--- config.mk ---
export PLATFORM = sky130hd
export DESIGN_NAME = ship_life_ctl
export DESIGN_NICKNAME = d
export VERILOG_FILES = /design/src/rtl/game_pkg.sv /design/src/rtl/cycle_timer.sv /design/src/rtl/ship_life_ctl.sv
export SDC_FILE = /design/constraint.sdc
export NUM_CORES = 1
export LEC_CHECK = 0
export CELL_PAD_IN_SITES_DETAIL_PLACEMENT = 1
export CELL_PAD_IN_SITES_GLOBAL_PLACEMENT = 2
export CORE_MARGIN = 2
export CORE_UTILIZATION = 35
export CTS_CLUSTER_DIAMETER = 80
export DETAILED_ROUTE_END_ITERATION = 12
export PLACE_DENSITY = 0.83
export SYNTH_ARGS = -nofsm -noshare
export SYNTH_HDL_FRONTEND = slang
export SYNTH_SLANG_ARGS = --single-unit
export TNS_END_PERCENT = 10
--- constraint.sdc ---
create_clock -name pclk -period 2.51 [get_ports pclk]
set_input_delay 0.502 -clock pclk [delete_from_list [all_inputs] [get_ports pclk]]
set_output_delay 0.502 -clock pclk [all_outputs]
set_load 0.02 [all_outputs]
--- src/rtl/game_pkg.sv ---
// Shared game types and default timing constants.
package game_pkg;

  typedef enum logic [2:0] {
    SL_WAIT_START = 3'd0,
    SL_ALIVE      = 3'd1,
    SL_DYING      = 3'd2,
    SL_RESPAWN    = 3'd3,
    SL_INVULN     = 3'd4,
    SL_GAME_OVER  = 3'd5
  } sl_state_t;

  localparam int unsigned LIVES_W = 3;

  localparam int unsigned LIVES_INIT_DEF    = 3;
  localparam int unsigned RESPAWN_DELAY_DEF = 1_000_000;
  localparam int unsigned INVULN_CYCLES_DEF = 2_000_000;
  localparam int unsigned BLINK_PERIOD_DEF  = 250_000;
  localparam int unsigned CNT_W_DEF         = 24;

endpackage

--- src/rtl/cycle_timer.sv ---
// Cycle counter with clear and enable; expire is high on the terminal count and the counter
// wraps to zero on that edge.
module cycle_timer #(
  parameter int unsigned CNT_W = 24
) (
  input  logic             pclk,
  input  logic             rst,
  input  logic             clear,
  input  logic             enable,
  input  logic [CNT_W-1:0] terminal,
  output logic             expire
);

  logic [CNT_W-1:0] count_q;

  assign expire = enable && (count_q == terminal);

  always_ff @(posedge pclk) begin
    if (rst || clear) begin
      count_q <= '0;
    end else if (enable) begin
      if (expire) begin
        count_q <= '0;
      end else begin
        count_q <= count_q + CNT_W'(1);
      end
    end
  end

endmodule

--- src/rtl/ship_life_ctl.sv ---
// Player ship life-cycle sequencer: start, alive, hit, respawn delay, invulnerability, game over.
// Optional invulnerability blinking is enabled by defining SHIP_BLINK_EN.
module ship_life_ctl #(
  parameter int unsigned LIVES_INIT    = game_pkg::LIVES_INIT_DEF,
  parameter int unsigned LIVES_W       = game_pkg::LIVES_W,
  parameter int unsigned RESPAWN_DELAY = game_pkg::RESPAWN_DELAY_DEF,
  parameter int unsigned INVULN_CYCLES = game_pkg::INVULN_CYCLES_DEF,
  parameter int unsigned BLINK_PERIOD  = game_pkg::BLINK_PERIOD_DEF,
  parameter int unsigned CNT_W         = game_pkg::CNT_W_DEF
) (
  input  logic               pclk,
  input  logic               rst,
  input  logic               start,
  input  logic               hit,
  output logic               dead_s,
  output logic [LIVES_W-1:0] lives,
  output logic               ship_active,
  output logic               ship_visible,
  output logic               game_over
);

  import game_pkg::*;

  localparam logic [LIVES_W-1:0] LIVES_RST   = LIVES_W'(LIVES_INIT);
  localparam logic [CNT_W-1:0]   RESP_TERM   = CNT_W'(RESPAWN_DELAY - 1);
  localparam logic [CNT_W-1:0]   INVULN_TERM = CNT_W'(INVULN_CYCLES - 1);

  sl_state_t        state;
  logic             tmr_en;
  logic             tmr_expire;
  logic [CNT_W-1:0] tmr_term;
  logic             blink_toggle;

  // One timer serves both RESPAWN and INVULN; it is held clear in every other state so each
  // phase starts from zero.
  assign tmr_en   = (state == SL_RESPAWN) || (state == SL_INVULN);
  assign tmr_term = (state == SL_RESPAWN) ? RESP_TERM : INVULN_TERM;

  cycle_timer #(
    .CNT_W (CNT_W)
  ) u_phase_timer (
    .pclk     (pclk),
    .rst      (rst),
    .clear    (!tmr_en),
    .enable   (tmr_en),
    .terminal (tmr_term),
    .expire   (tmr_expire)
  );

`ifdef SHIP_BLINK_EN
  localparam logic [CNT_W-1:0] BLINK_TERM = CNT_W'(BLINK_PERIOD - 1);

  logic blink_en;

  assign blink_en = (state == SL_INVULN);

  cycle_timer #(
    .CNT_W (CNT_W)
  ) u_blink_timer (
    .pclk     (pclk),
    .rst      (rst),
    .clear    (!blink_en),
    .enable   (blink_en),
    .terminal (BLINK_TERM),
    .expire   (blink_toggle)
  );
`else
  assign blink_toggle = 1'b0;
`endif

  always_ff @(posedge pclk) begin
    if (rst) begin
      state        <= SL_WAIT_START;
      lives        <= LIVES_RST;
      dead_s       <= 1'b0;
      ship_active  <= 1'b0;
      ship_visible <= 1'b0;
      game_over    <= 1'b0;
    end else begin
      dead_s <= 1'b0;
      case (state)
        SL_WAIT_START, SL_GAME_OVER: begin
          if (start) begin
            state        <= SL_ALIVE;
            lives        <= LIVES_RST;
            ship_active  <= 1'b1;
            ship_visible <= 1'b1;
            game_over    <= 1'b0;
          end
        end
        SL_ALIVE: begin
          if (hit) begin
            state        <= SL_DYING;
            dead_s       <= 1'b1;
            lives        <= (lives == '0) ? lives : lives - LIVES_W'(1);
            ship_active  <= 1'b0;
            ship_visible <= 1'b0;
          end
        end
        SL_DYING: begin
          if (lives == '0) begin
            state     <= SL_GAME_OVER;
            game_over <= 1'b1;
          end else begin
            state <= SL_RESPAWN;
          end
        end
        SL_RESPAWN: begin
          if (tmr_expire) begin
            state        <= SL_INVULN;
            ship_visible <= 1'b1;
          end
        end
        SL_INVULN: begin
          // Leaving INVULN always shows the ship, whatever the blink phase.
          if (tmr_expire) begin
            state        <= SL_ALIVE;
            ship_active  <= 1'b1;
            ship_visible <= 1'b1;
          end else if (blink_toggle) begin
            ship_visible <= ~ship_visible;
          end
        end
        default: begin
          state        <= SL_WAIT_START;
          lives        <= LIVES_RST;
          ship_active  <= 1'b0;
          ship_visible <= 1'b0;
          game_over    <= 1'b0;
        end
      endcase
    end
  end

endmodule

==> metrics.md, run 1 <==
| Metric | Value |
|---|---|
| Outcome | `completed` |
| IO Count | `11` |
| Synth cell types | `45` |
| Post-CTS sizing | `0` |
| Worst Setup End Kind | `flop` |
| Residual DRC | `0` |
| Vias in the first global route | `1476` |
| #FFs+latches synth | `34` |
| Cells after Synth | `212` |
| First-pass GRT wire length | `6858 microns` |
| Overall routing resource usage | `16.24%` |
| Placer Congestion | `0.7785` |
| Setup tns final | `0 ns` |
| Wire length per cell | `13.90 microns` |
| DR pass1 iterations | `2` |
| Pin count of the biggest net entering global routing | `25` |
| Placed cell area | `1937 sq um` |
| Hold-fix buffers, CTS | `0` |
| Top Usage Layer GRT | `met2` |
| Final cell count without fillers | `293` |
| Grt ovf | `0` |
| Crit path cell chain | `nand3b_4 > or4_4 > a211oi_4 > or3_1 > buf_4 > nor2_1` |
| Startpoint Class | `flop` |
| Hold path start | `u_phase_timer.count_q[0]$_SDFFE_PP0P_` |
| RSZ-0062 raised after global routing | `false` |
| M2 GR Usage | `27.29%` |
| Hold crit path type | `flop to flop` |
| Reg2reg path depth | `6` |
| Hold endpoint | `u_phase_timer.count_q[0]$_SDFFE_PP0P_` |
| Worst Max-Slew Pin Slew | `0.8007 ns` |
| Slowest CP cell | `dfxtp_1` |
| Ys async rst share | `0%` |
| DRT iter0 DRCs | `20` |
| Initial antenna violation count | `0` |
| Die Wd | `75.02 microns` |
| Worst R2R Start | `state[1]$_SDFFE_PP0P_` |
| Postcts setup bufs | `0` |
| RR Endpoint | `u_phase_timer.count_q[4]$_SDFFE_PP0P_` |
| Fmax | `0.4756 GHz` |
| Final period utilization | `83.77%` |
| IO Port Bufs | `10` |
| Clock sink total | `34` |
| Req. time, crit path | `2.68 ns` |
| Maximum VDD drop | `281.8 uV` |
| Antenna viol nets, final | `0` |
| Vias/cell | `5.147` |
| Syn avg cell area | `8.328 sq um` |
| Post-Syn Area | `1765 sq um` |
| Setup CP Type | `flop to flop` |
| Seq/Total Area, Yosys | `38.55%` |
| Count of pins over their slew limit | `0` |
| Routing usage on met1 | `20.03%` |
| P&R area growth vs syn | `16.09%` |
| Initial Util | `36.89%` |
| TritonCTS Buffers | `5` |
| Fin Hold WS | `0.4746 ns` |
| Largest stage delay, worst path | `0.52 ns` |
| Reg2reg setup slack | `0.41 ns` |
| CTS tree | `done` |
| Utilization after layout | `42.82%` |
| Final WL | `4073 microns` |
| EDFF count, synth | `0` |
| Area of the core | `4786 sq um` |
| Syn nets | `219` |
| Placed instance count | `286` |
| Hold Path Depth | `1` |
| Dpl hpwl | `2945 microns` |
| Fin Clk Skew | `0.007133 ns` |
| Synth Flop Type | `dfxtp_1` |
| Height of the die | `75.02 microns` |
| Vias | `1508` |
| Slew Limit Headroom | `46.56%` |
| CP Max Fanout | `24` |
| Skew-Pair Late Insertion Delay | `0.29 ns` |
| Final setup viols | `0` |
| Leakage power | `0.6785 nW` |
| Antenna cells | `0` |
| Worst-path clk slew | `0.07 ns` |
| WP data arrival | `2.28 ns` |
| Die area | `5628 sq um` |
| Final Hold Viols | `0` |
| # rows | `25` |
| Root buffer cell | `clkbuf_8` |
| Fraction of layout cells with a size suffix above 1 | `7.965%` |
| M3 GR Usage | `4.150%` |
| Final Instance Area | `2049 sq um` |
| Clk buf depth | `2` |
| Synth warnings | `0` |
| MaxCap Viol Count | `0` |
| H-tree depth | `2` |
| Fin crit period | `2.103 ns` |
| Power per cell area | `658.5 nW/um^2` |
| Final nets | `233` |
[worst max-delay path, delay by kind of cell, from the launching register on]
kind	cells	cell delay (ns)
flip-flops	1	0.52
AO/OA/AOI/OAI	1	0.35
buffers and inverters	1	0.25
AND/OR/NAND/NOR	4	0.88
[per-stage QoR]
stage	setup slack, ns	total power [mW]
2_1_floorplan	0.6711	0.7622
3_3_place_gp	0.4489	0.8390
3_5_place_dp	0.3834	0.8398
4_1_cts	0.3850	1.366
5_1_grt	0.2680	1.411
6_report	0.4073	1.350
[cells in the final DEF (no fill, tap or decap), types with 5 or more instances in the layout]
cell type | netlist | routed
clkbuf_8 | 0 | 6
nand3_1 | 5 | 5
and3_1 | 5 | 5
a21oi_1 | 11 | 11
nand2_1 | 11 | 11
clkdlybuf4s50_1 | 0 | 10
xnor2_1 | 19 | 19
buf_4 | 1 | 7
dfxtp_1 | 34 | 34
nand4_1 | 7 | 7
nor2_1 | 39 | 39
nor3_1 | 13 | 13
o21ai_0 | 6 | 6
inv_1 | 8 | 8
[layout make-up]
cell class | count | area [sq um]
fill | 587 | 2736
multi-input combinational | 160 | 989.7
sequential | 34 | 680.7
timing repair buffer | 17 | 152.6
tap | 67 | 83.83
clock buffer | 6 | 82.58
clock inverter | 1 | 30.03
inverter | 8 | 30.03
[logic make-up after synthesis]
| family | share of synthesized area (%) |
|---|---|
| adders and majority gates | 2.126 |
| buffers and inverters | 5.386 |
| AOI/OAI and AO/OA | 13.96 |
| muxes | 0.5670 |
| DFF | 38.55 |
| and+or+nand+nor | 28.49 |
| xor gates and xnor gates | 10.91 |
[state kept, by name (all words and copies together) (netlist names)]
name	cells
u_phase_timer.count_q	24
lives	3
state	3
dead_s	1
game_over	1
ship_active	1
ship_visible	1
[report_power, final]
group,switching [mW],internal (mW)
Sequential,0.0259,0.564
Combinational,0.133,0.104
Clock,0.205,0.318
Total,0.364,0.985
[per-layer routing]
layer / wire length [microns] / part of all wire (%) / vias up
met2: 1965 / 48 / 13
met1: 1962 / 48 / 723
li1: - / - / 767
met4: 46 / 1.1 / 0
met3: 98 / 2.4 / 5
met5: 0 / 0 / -
[synthesized netlist by cell type, types with 2 or more instances]
| master | n | area (sq um) |
|---|---|---|
| o21a_1 | 2 | 15.01 |
| a21oi_1 | 11 | 55.05 |
| buf_6 | 3 | 33.78 |
| ha_1 | 3 | 37.54 |
| dfxtp_1 | 34 | 680.7 |
| nor2_1 | 39 | 146.4 |
| nor3_1 | 13 | 65.06 |
| nand2_1 | 11 | 41.29 |
| o21ai_0 | 6 | 30.03 |
| a21o_1 | 2 | 15.01 |
| xor2_1 | 3 | 26.28 |
| nand4_1 | 7 | 43.79 |
| nand3_1 | 5 | 25.02 |
| inv_1 | 8 | 30.03 |
| a211oi_1 | 3 | 22.52 |
| a31oi_1 | 2 | 12.51 |
| nor2b_1 | 2 | 12.51 |
| nand2b_1 | 2 | 12.51 |
| xnor2_1 | 19 | 166.4 |
| nor3b_1 | 4 | 30.03 |
| nor4_1 | 2 | 12.51 |
| and3_1 | 5 | 31.28 |
| clkbuf_1 | 4 | 15.01 |
[worst max-delay path by stage]
stage	start	end	slack, ns
floorplan	state[0]$_SDFFE_PP0P_	u_phase_timer.count_q[6]$_SDFFE_PP0P_	0.67
global placement	state[1]$_SDFFE_PP0P_	u_phase_timer.count_q[6]$_SDFFE_PP0P_	0.45
detailed placement	state[1]$_SDFFE_PP0P_	u_phase_timer.count_q[4]$_SDFFE_PP0P_	0.38
CTS	state[1]$_SDFFE_PP0P_	u_phase_timer.count_q[4]$_SDFFE_PP0P_	0.38
global route	state[1]$_SDFFE_PP0P_	u_phase_timer.count_q[4]$_SDFFE_PP0P_	0.27
finish	state[1]$_SDFFE_PP0P_	u_phase_timer.count_q[4]$_SDFFE_PP0P_	0.41
(Power assumes the default switching activity.)
==> run 2, diff against run 1 <==
==> constraint.sdc (replaced) <==
create_clock -name pclk -period 2 [get_ports pclk]
set_input_delay 0.4 -clock pclk [delete_from_list [all_inputs] [get_ports pclk]]
set_output_delay 0.4 -clock pclk [all_outputs]
set_load 0.02 [all_outputs]
==> run 2 against run 1 <==
Register-to-register slack got worse by 0.26 ns. Via count increased by 1.7%. Final cell count increased by 2.7%. First-iteration DRC count increased to 3.7 times the previous value. Worst setup slack got worse by 0.26 ns. Total power increased by 22%. Clock power increased by 15%. Critical endpoint is now u_phase_timer.count_q[15]$_SDFFE_PP0P_. Largest power group unchanged.
==> metrics.md, run 2 (synthesized netlist as in run 1, its figures left out) <==
| Metric | Value |
|---|---|
| Reg2reg setup slack | `0.15 ns (was 0.41 ns)` |
| Most frequent cells in the layout | `nor2_1 (39), dfxtp_1 (34), xnor2_1 (19) (unchanged)` |
| Worst R2R Start | `state[0]$_SDFFE_PP0P_ (was state[1]$_SDFFE_PP0P_)` |
| Startpoint Class | `flop (unchanged)` |
| Hold Path Depth | `1 (unchanged)` |
| DRT iter0 DRCs | `74 (was 20)` |
| WP data arrival | `2.04 ns (was 2.28 ns)` |
| Final setup viols | `0 (unchanged)` |
| # rows | `25 (unchanged)` |
| Final nets | `240 (was 233)` |
| Crit path cell chain | `nand3b_4 > or4_4 > a211oi_4 > or3_1 > buf_12 > nor2_1 (was nand3b_4 > or4_4 > a211oi_4 > or3_1 > buf_4 > nor2_1)` |
| Final WL | `4297 microns (was 4073 microns)` |
| Initial Util | `36.89% (unchanged)` |
| Family with the most delay on the worst path | `simple AND/OR/NAND/NOR gates (unchanged)` |
| Die Wd | `75.02 microns (unchanged)` |
| Clock sink total | `34 (unchanged)` |
| Clk buf depth | `2 (unchanged)` |
| Maximum VDD drop | `302.9 uV (was 281.8 uV)` |
| H-tree depth | `2 (unchanged)` |
| CTS tree | `done (unchanged)` |
| Placer Congestion | `0.7642 (was 0.7785)` |
| Slowest CP cell | `or4_4 (was dfxtp_1)` |
| Setup WS post-layout | `0.1466 ns (was 0.4073 ns)` |
| Slew Limit Headroom | `76.06% (was 46.56%)` |
| Largest registers | `u_phase_timer.count_q x24, lives x3, state x3 (unchanged)` |
| Dpl hpwl | `3031 microns (was 2945 microns)` |
| Initial antenna violation count | `0 (unchanged)` |
| Worst-path clk slew | `0.07 ns (about the same)` |
| Vias/cell | `5.093 (was 5.147)` |
| Largest stage delay, worst path | `0.51 ns (was 0.52 ns)` |
| Wire length per cell | `14.28 microns (was 13.90 microns)` |
| Max FFs per register | `24 (unchanged)` |
| RR Endpoint | `u_phase_timer.count_q[15]$_SDFFE_PP0P_ (was u_phase_timer.count_q[4]$_SDFFE_PP0P_)` |
| WP buf/inv | `1 (unchanged)` |
| Post-Place Worst Slack | `0.06561 ns (was 0.3834 ns)` |
| Power per cell area | `781.6 nW/um^2 (was 658.5 nW/um^2)` |
| Final period utilization | `92.67% (was 83.77%)` |
| Grt ovf | `0 (unchanged)` |
| Commonest non-fill, non-tap cell in the layout | `nor2_1 (unchanged)` |
| Vias in the first global route | `1548 (was 1476)` |
| Postcts setup bufs | `0 (unchanged)` |
| Hold endpoint | `u_phase_timer.count_q[0]$_SDFFE_PP0P_ (unchanged)` |
| Vias | `1533 (was 1508)` |
| First-pass GRT wire length | `7134 microns (was 6858 microns)` |
| Count of pins over their slew limit | `0 (unchanged)` |
| Height of the die | `75.02 microns (unchanged)` |
| Hold path start | `u_phase_timer.count_q[0]$_SDFFE_PP0P_ (unchanged)` |
| Worst Max-Slew Pin Slew | `0.3584 ns (was 0.8007 ns)` |
| P&R area growth vs syn | `19.63% (was 16.09%)` |
| MaxCap Viol Count | `0 (unchanged)` |
| Residual DRC | `0 (unchanged)` |
| Reg2reg path depth | `6 (unchanged)` |
| Antenna viol nets, final | `0 (unchanged)` |
| Final Hold Viols | `0 (unchanged)` |
| Hold-fix buffers, CTS | `0 (unchanged)` |
| IO Count | `11 (unchanged)` |
| Skew-Pair Late Insertion Delay | `0.29 ns (about the same)` |
| Pin count of the biggest net entering global routing | `24 (was 25)` |
| Die area | `5628 sq um (unchanged)` |
| Root buffer cell | `clkbuf_8 (unchanged)` |
| Area of the core | `4786 sq um (unchanged)` |
| Fraction of layout cells with a size suffix above 1 | `11.11% (was 7.965%)` |
| RSZ-0062 raised after global routing | `false (unchanged)` |
| Setup CP Type | `flop to flop (unchanged)` |
| Setup tns final | `0 ns (unchanged)` |
| Outcome | `completed (unchanged)` |
| Fmax | `0.5396 GHz (was 0.4756 GHz)` |
| DR pass1 iterations | `4 (was 2)` |
| Hold crit path type | `flop to flop (unchanged)` |
| Antenna cells | `0 (unchanged)` |
| CP Max Fanout | `23 (was 24)` |
| TritonCTS Buffers | `5 (unchanged)` |
| Leakage power | `0.7212 nW (was 0.6785 nW)` |
| Top reg by flops | `u_phase_timer.count_q (unchanged)` |
| Fin Clk Skew | `0.004863 ns (was 0.007133 ns)` |
| IO Port Bufs | `10 (unchanged)` |
| Req. time, crit path | `2.18 ns (was 2.68 ns)` |
| Overall routing resource usage | `17.17% (was 16.24%)` |
| Fin crit period | `1.853 ns (was 2.103 ns)` |
| Worst Setup End Kind | `flop (unchanged)` |
==> run 2: cell types whose count changed in the layout (fill, tap and decap cells not counted), sizes merged <==
cell | before | now
buf | 7 | 14
bufinv | 1 | 0
clkbuf | 6 | 8
==> run 2: per-layer routing <==
layer | GRT usage, % | share of wire [%]
met1 | 20.49 | 47
met2 | 29.14 | 48
met3 | 5.355 | 3.2
met4 | 5.952 | 1.4
met5 | 0 | 0
==> run 2: area by class of cell <==
type,count,area (sq um)
Fill cell,593,2674
Multi-Input combinational cell,160,989.7
Sequential cell,34,680.7
Timing Repair Buffer,24,217.7
Clock buffer,8,110.1
Tap cell,67,83.83
Inverter,8,30.03
==> run 2: what timing repair did <==
action	4_1_cts	5_1_grt
setup endpoints to repair	0	2
endpoints found under the hold margin	0	0
gates resized for setup	0	1
==> run 2: worst max path at each step <==
stage,depth (start not counted),slack [ns],end,start
detailed placement,5,0.07,game_over$_SDFFE_PP0P_,start
CTS,7,0.12,u_phase_timer.count_q[5]$_SDFFE_PP0P_,state[0]$_SDFFE_PP0P_
global route,5,0.006,lives[2]$_SDFFE_PP0P_,state[0]$_SDFFE_PP0P_
global placement,6,0.15,u_phase_timer.count_q[14]$_SDFFE_PP0P_,state[0]$_SDFFE_PP0P_
floorplan,8,0.16,u_phase_timer.count_q[6]$_SDFFE_PP0P_,state[0]$_SDFFE_PP0P_
finish,6,0.15,u_phase_timer.count_q[15]$_SDFFE_PP0P_,state[0]$_SDFFE_PP0P_
==> run 2: report_power, final <==
| part | total [mW] | switching, mW | internal, mW |
|---|---|---|---|
| clock network | 0.600 | 0.253 | 0.348 |
| logic | 0.315 | 0.179 | 0.137 |
| registers | 0.735 | 0.0274 | 0.708 |
| total | 1.65 | 0.459 | 1.19 |
==> run 2: stage by stage <==
step	util, %	power (mW)	std cells	hold slack (ns)	cell area, sq um
after global routing	44.13	1.742	301	0.5050	2112
after global placement	41.83	1.061	293	0.4550	2002
after CTS	44.13	1.675	301	0.4889	2112
after floorplan	-	0.9566	212	0.4373	1765
after detailed placement	41.83	1.066	293	0.4736	2002
final	44.13	1.651	301	0.4823	2112
==> run 3, diff against run 2 <==
--- a/config.mk
+++ b/config.mk
@@ -11,7 +11,7 @@
 export CORE_UTILIZATION = 35
 export CTS_CLUSTER_DIAMETER = 80
 export DETAILED_ROUTE_END_ITERATION = 12
-export PLACE_DENSITY = 0.83
+export PLACE_DENSITY_LB_ADDON = 0.1
 export SYNTH_ARGS = -nofsm -noshare
 export SYNTH_HDL_FRONTEND = slang
 export SYNTH_SLANG_ARGS = --single-unit
==> run 3 against run 2 <==
Via count fell by 0.13%. Global-route usage rose by 0.62 points. Sequential power rose by 0.8%. Combinational power fell by 6%. Hold slack got worse by 0.0019 ns. Sequential share of layout area rose by 0.86 points. Die area did not move. Design area fell by 2.1%. Clock-buffer cell count fell by 2. Register-to-register slack barely moved. Flip-flop and latch count did not move. Clock skew rose by 0.0050 ns.
==> metrics.md, run 3 (synthesized netlist as in run 1, its figures left out) <==
| Metric | Value |
|---|---|
| Placed instance count | `289 (was 293)` |
| Utilization after layout | `43.22% (was 44.13%)` |
| Vias | `1531 (was 1533)` |
| Setup CP Type | `flop to flop (unchanged)` |
| Post-Place Worst Slack | `0.04145 ns (was 0.06561 ns)` |
| Maximum VDD drop | `420.0 uV (was 302.9 uV)` |
| Fin crit period | `1.852 ns (was 1.853 ns)` |
| # rows | `25 (unchanged)` |
| Pin count of the biggest net entering global routing | `25 (was 24)` |
| Antenna cells | `0 (unchanged)` |
| Power per cell area | `744.2 nW/um^2 (was 781.6 nW/um^2)` |
| Outcome | `completed (unchanged)` |
| Residual DRC | `0 (unchanged)` |
| Largest registers | `u_phase_timer.count_q x24, lives x3, state x3 (unchanged)` |
| Hold crit path type | `flop to flop (unchanged)` |
| Root buffer cell | `clkbuf_8 (unchanged)` |
| DRT iter0 DRCs | `66 (was 74)` |
| P&R area growth vs syn | `17.15% (was 19.63%)` |
| Grt ovf | `0 (unchanged)` |
| Hold-fix buffers, CTS | `0 (unchanged)` |
| Placer Congestion | `0.7999 (was 0.7642)` |
| CTS tree | `done (unchanged)` |
| DR pass1 iterations | `4 (unchanged)` |
| Worst Max-Slew Pin Slew | `0.4210 ns (was 0.3584 ns)` |
| Final setup viols | `0 (unchanged)` |
| Skew-Pair Late Insertion Delay | `0.29 ns (about the same)` |
| Final cell count without fillers | `295 (was 301)` |
| Placed cell area | `1972 sq um (was 2002 sq um)` |
| H-tree depth | `2 (unchanged)` |
| IO Port Bufs | `10 (unchanged)` |
| First-pass GRT wire length | `7479 microns (was 7134 microns)` |
| Most frequent cells in the layout | `nor2_1 (39), dfxtp_1 (31), xnor2_1 (19) (was nor2_1 (39), dfxtp_1 (34), xnor2_1 (19))` |
| Final nets | `236 (was 240)` |
| Clk buf depth | `2 (unchanged)` |
| Worst Setup End Kind | `flop (unchanged)` |
| Vias in the first global route | `1608 (was 1548)` |
| Startpoint Class | `flop (unchanged)` |
| Worst-path clk slew | `0.07 ns (about the same)` |
| Dpl hpwl | `3272 microns (was 3031 microns)` |
| Pwr Total | `1.539 mW (was 1.651 mW)` |
| Die area | `5628 sq um (unchanged)` |
| Final WL | `4405 microns (was 4297 microns)` |
| Antenna viol nets, final | `0 (unchanged)` |
| Count of pins over their slew limit | `0 (unchanged)` |
| Final Instance Area | `2068 sq um (was 2112 sq um)` |
| Req. time, crit path | `2.17 ns (was 2.18 ns)` |
| Reg2reg setup slack | `0.15 ns (about the same)` |
| Final Hold Viols | `0 (unchanged)` |
| Commonest non-fill, non-tap cell in the layout | `nor2_1 (unchanged)` |
| Slew Limit Headroom | `71.63% (was 76.06%)` |
| TritonCTS Buffers | `5 (unchanged)` |
| Area of the core | `4786 sq um (unchanged)` |
| CP Max Fanout | `24 (was 23)` |
| WP data arrival | `2.03 ns (was 2.04 ns)` |
| Fin Clk Skew | `0.009884 ns (was 0.004863 ns)` |
| Max FFs per register | `24 (unchanged)` |
| Wire length per cell | `14.93 microns (was 14.28 microns)` |
| Final period utilization | `92.59% (was 92.67%)` |
| Overall routing resource usage | `17.78% (was 17.17%)` |
| Setup WS post-layout | `0.1481 ns (was 0.1466 ns)` |
| Vias/cell | `5.190 (was 5.093)` |
| Fmax | `0.5400 GHz (was 0.5396 GHz)` |
| Fraction of layout cells with a size suffix above 1 | `10.53% (was 11.11%)` |
| Die Wd | `75.02 microns (unchanged)` |
| Filler cells | `585 (was 593)` |
| RSZ-0062 raised after global routing | `false (unchanged)` |
| Top reg by flops | `u_phase_timer.count_q (unchanged)` |
| IO Count | `11 (unchanged)` |
| Leakage power | `0.6883 nW (was 0.7212 nW)` |
| Height of the die | `75.02 microns (unchanged)` |
| Initial antenna violation count | `0 (unchanged)` |
| MaxCap Viol Count | `0 (unchanged)` |
| Initial Util | `36.89% (unchanged)` |
| Clock sink total | `34 (unchanged)` |
| Fin Hold WS | `0.4805 ns (was 0.4823 ns)` |
| Setup tns final | `0 ns (unchanged)` |
==> run 3: cell types whose count changed in the layout (fill, tap and decap cells not counted) <==
cell,before,now
clkbuf_8,8,6
buf_4,13,8
o21ai_1,1,0
dfxtp_1,34,31
nor4bb_1,1,0
o21ai_0,5,6
buf_6,0,1
dfxtp_2,0,3
nor4bb_2,0,1
==> run 3: final cells by class <==
| class | count | area [sq um] | area share [%] |
|---|---|---|---|
| well taps | 67 | 83.83 | 4.053 |
| inverters | 8 | 30.03 | 1.452 |
| flip-flops and latches | 34 | 684.4 | 33.09 |
| clock buffers | 6 | 82.58 | 3.993 |
| repair buffers | 20 | 191.4 | 9.256 |
| multi-input cells | 160 | 996.0 | 48.15 |
==> run 3: worst max-delay path: stages (launching register included) <==
cell,delay [ns]
dfxtp_1,0.37
nand3b_4,0.19
or4_4,0.50
a211oi_4,0.24
or3_1,0.18
buf_12,0.17
nor2_1,0.07
==> run 3: worst paths after layout <==
| check | start | end | cells past startpoint |
|---|---|---|---|
| max | state[2]$_SDFFE_PP0P_ | u_phase_timer.count_q[11]$_SDFFE_PP0P_ | 6 |
| min | u_phase_timer.count_q[0]$_SDFFE_PP0P_ | u_phase_timer.count_q[0]$_SDFFE_PP0P_ | 1 |
| max reg2reg | state[2]$_SDFFE_PP0P_ | u_phase_timer.count_q[11]$_SDFFE_PP0P_ | 6 |
| min reg2reg | u_phase_timer.count_q[0]$_SDFFE_PP0P_ | u_phase_timer.count_q[0]$_SDFFE_PP0P_ | 1 |
==> run 3: metal layers <==
metal,global-route usage [%],vias up,wire length [microns]
met3,4.150,13,133
met2,31.19,26,2198
li1,-,771,-
met1,20.24,721,1972
met5,0,-,0
met4,8.532,0,102
==> run 3: repair_timing <==
| item | in CTS | in global routing |
|---|---|---|
| setup endpoints to repair | 0 | 1 |
| setup buffers | 0 | 0 |
| endpoints found under the hold margin | 0 | 0 |
| resized for setup | 0 | 5 |
==> run 3: power by group <==
part | leakage, nW | total, mW | internal (mW) | switching (mW)
Clock | 0.0431 | 0.501 | 0.265 | 0.236
Combinational | 0.369 | 0.297 | 0.128 | 0.170
Sequential | 0.276 | 0.741 | 0.710 | 0.0306
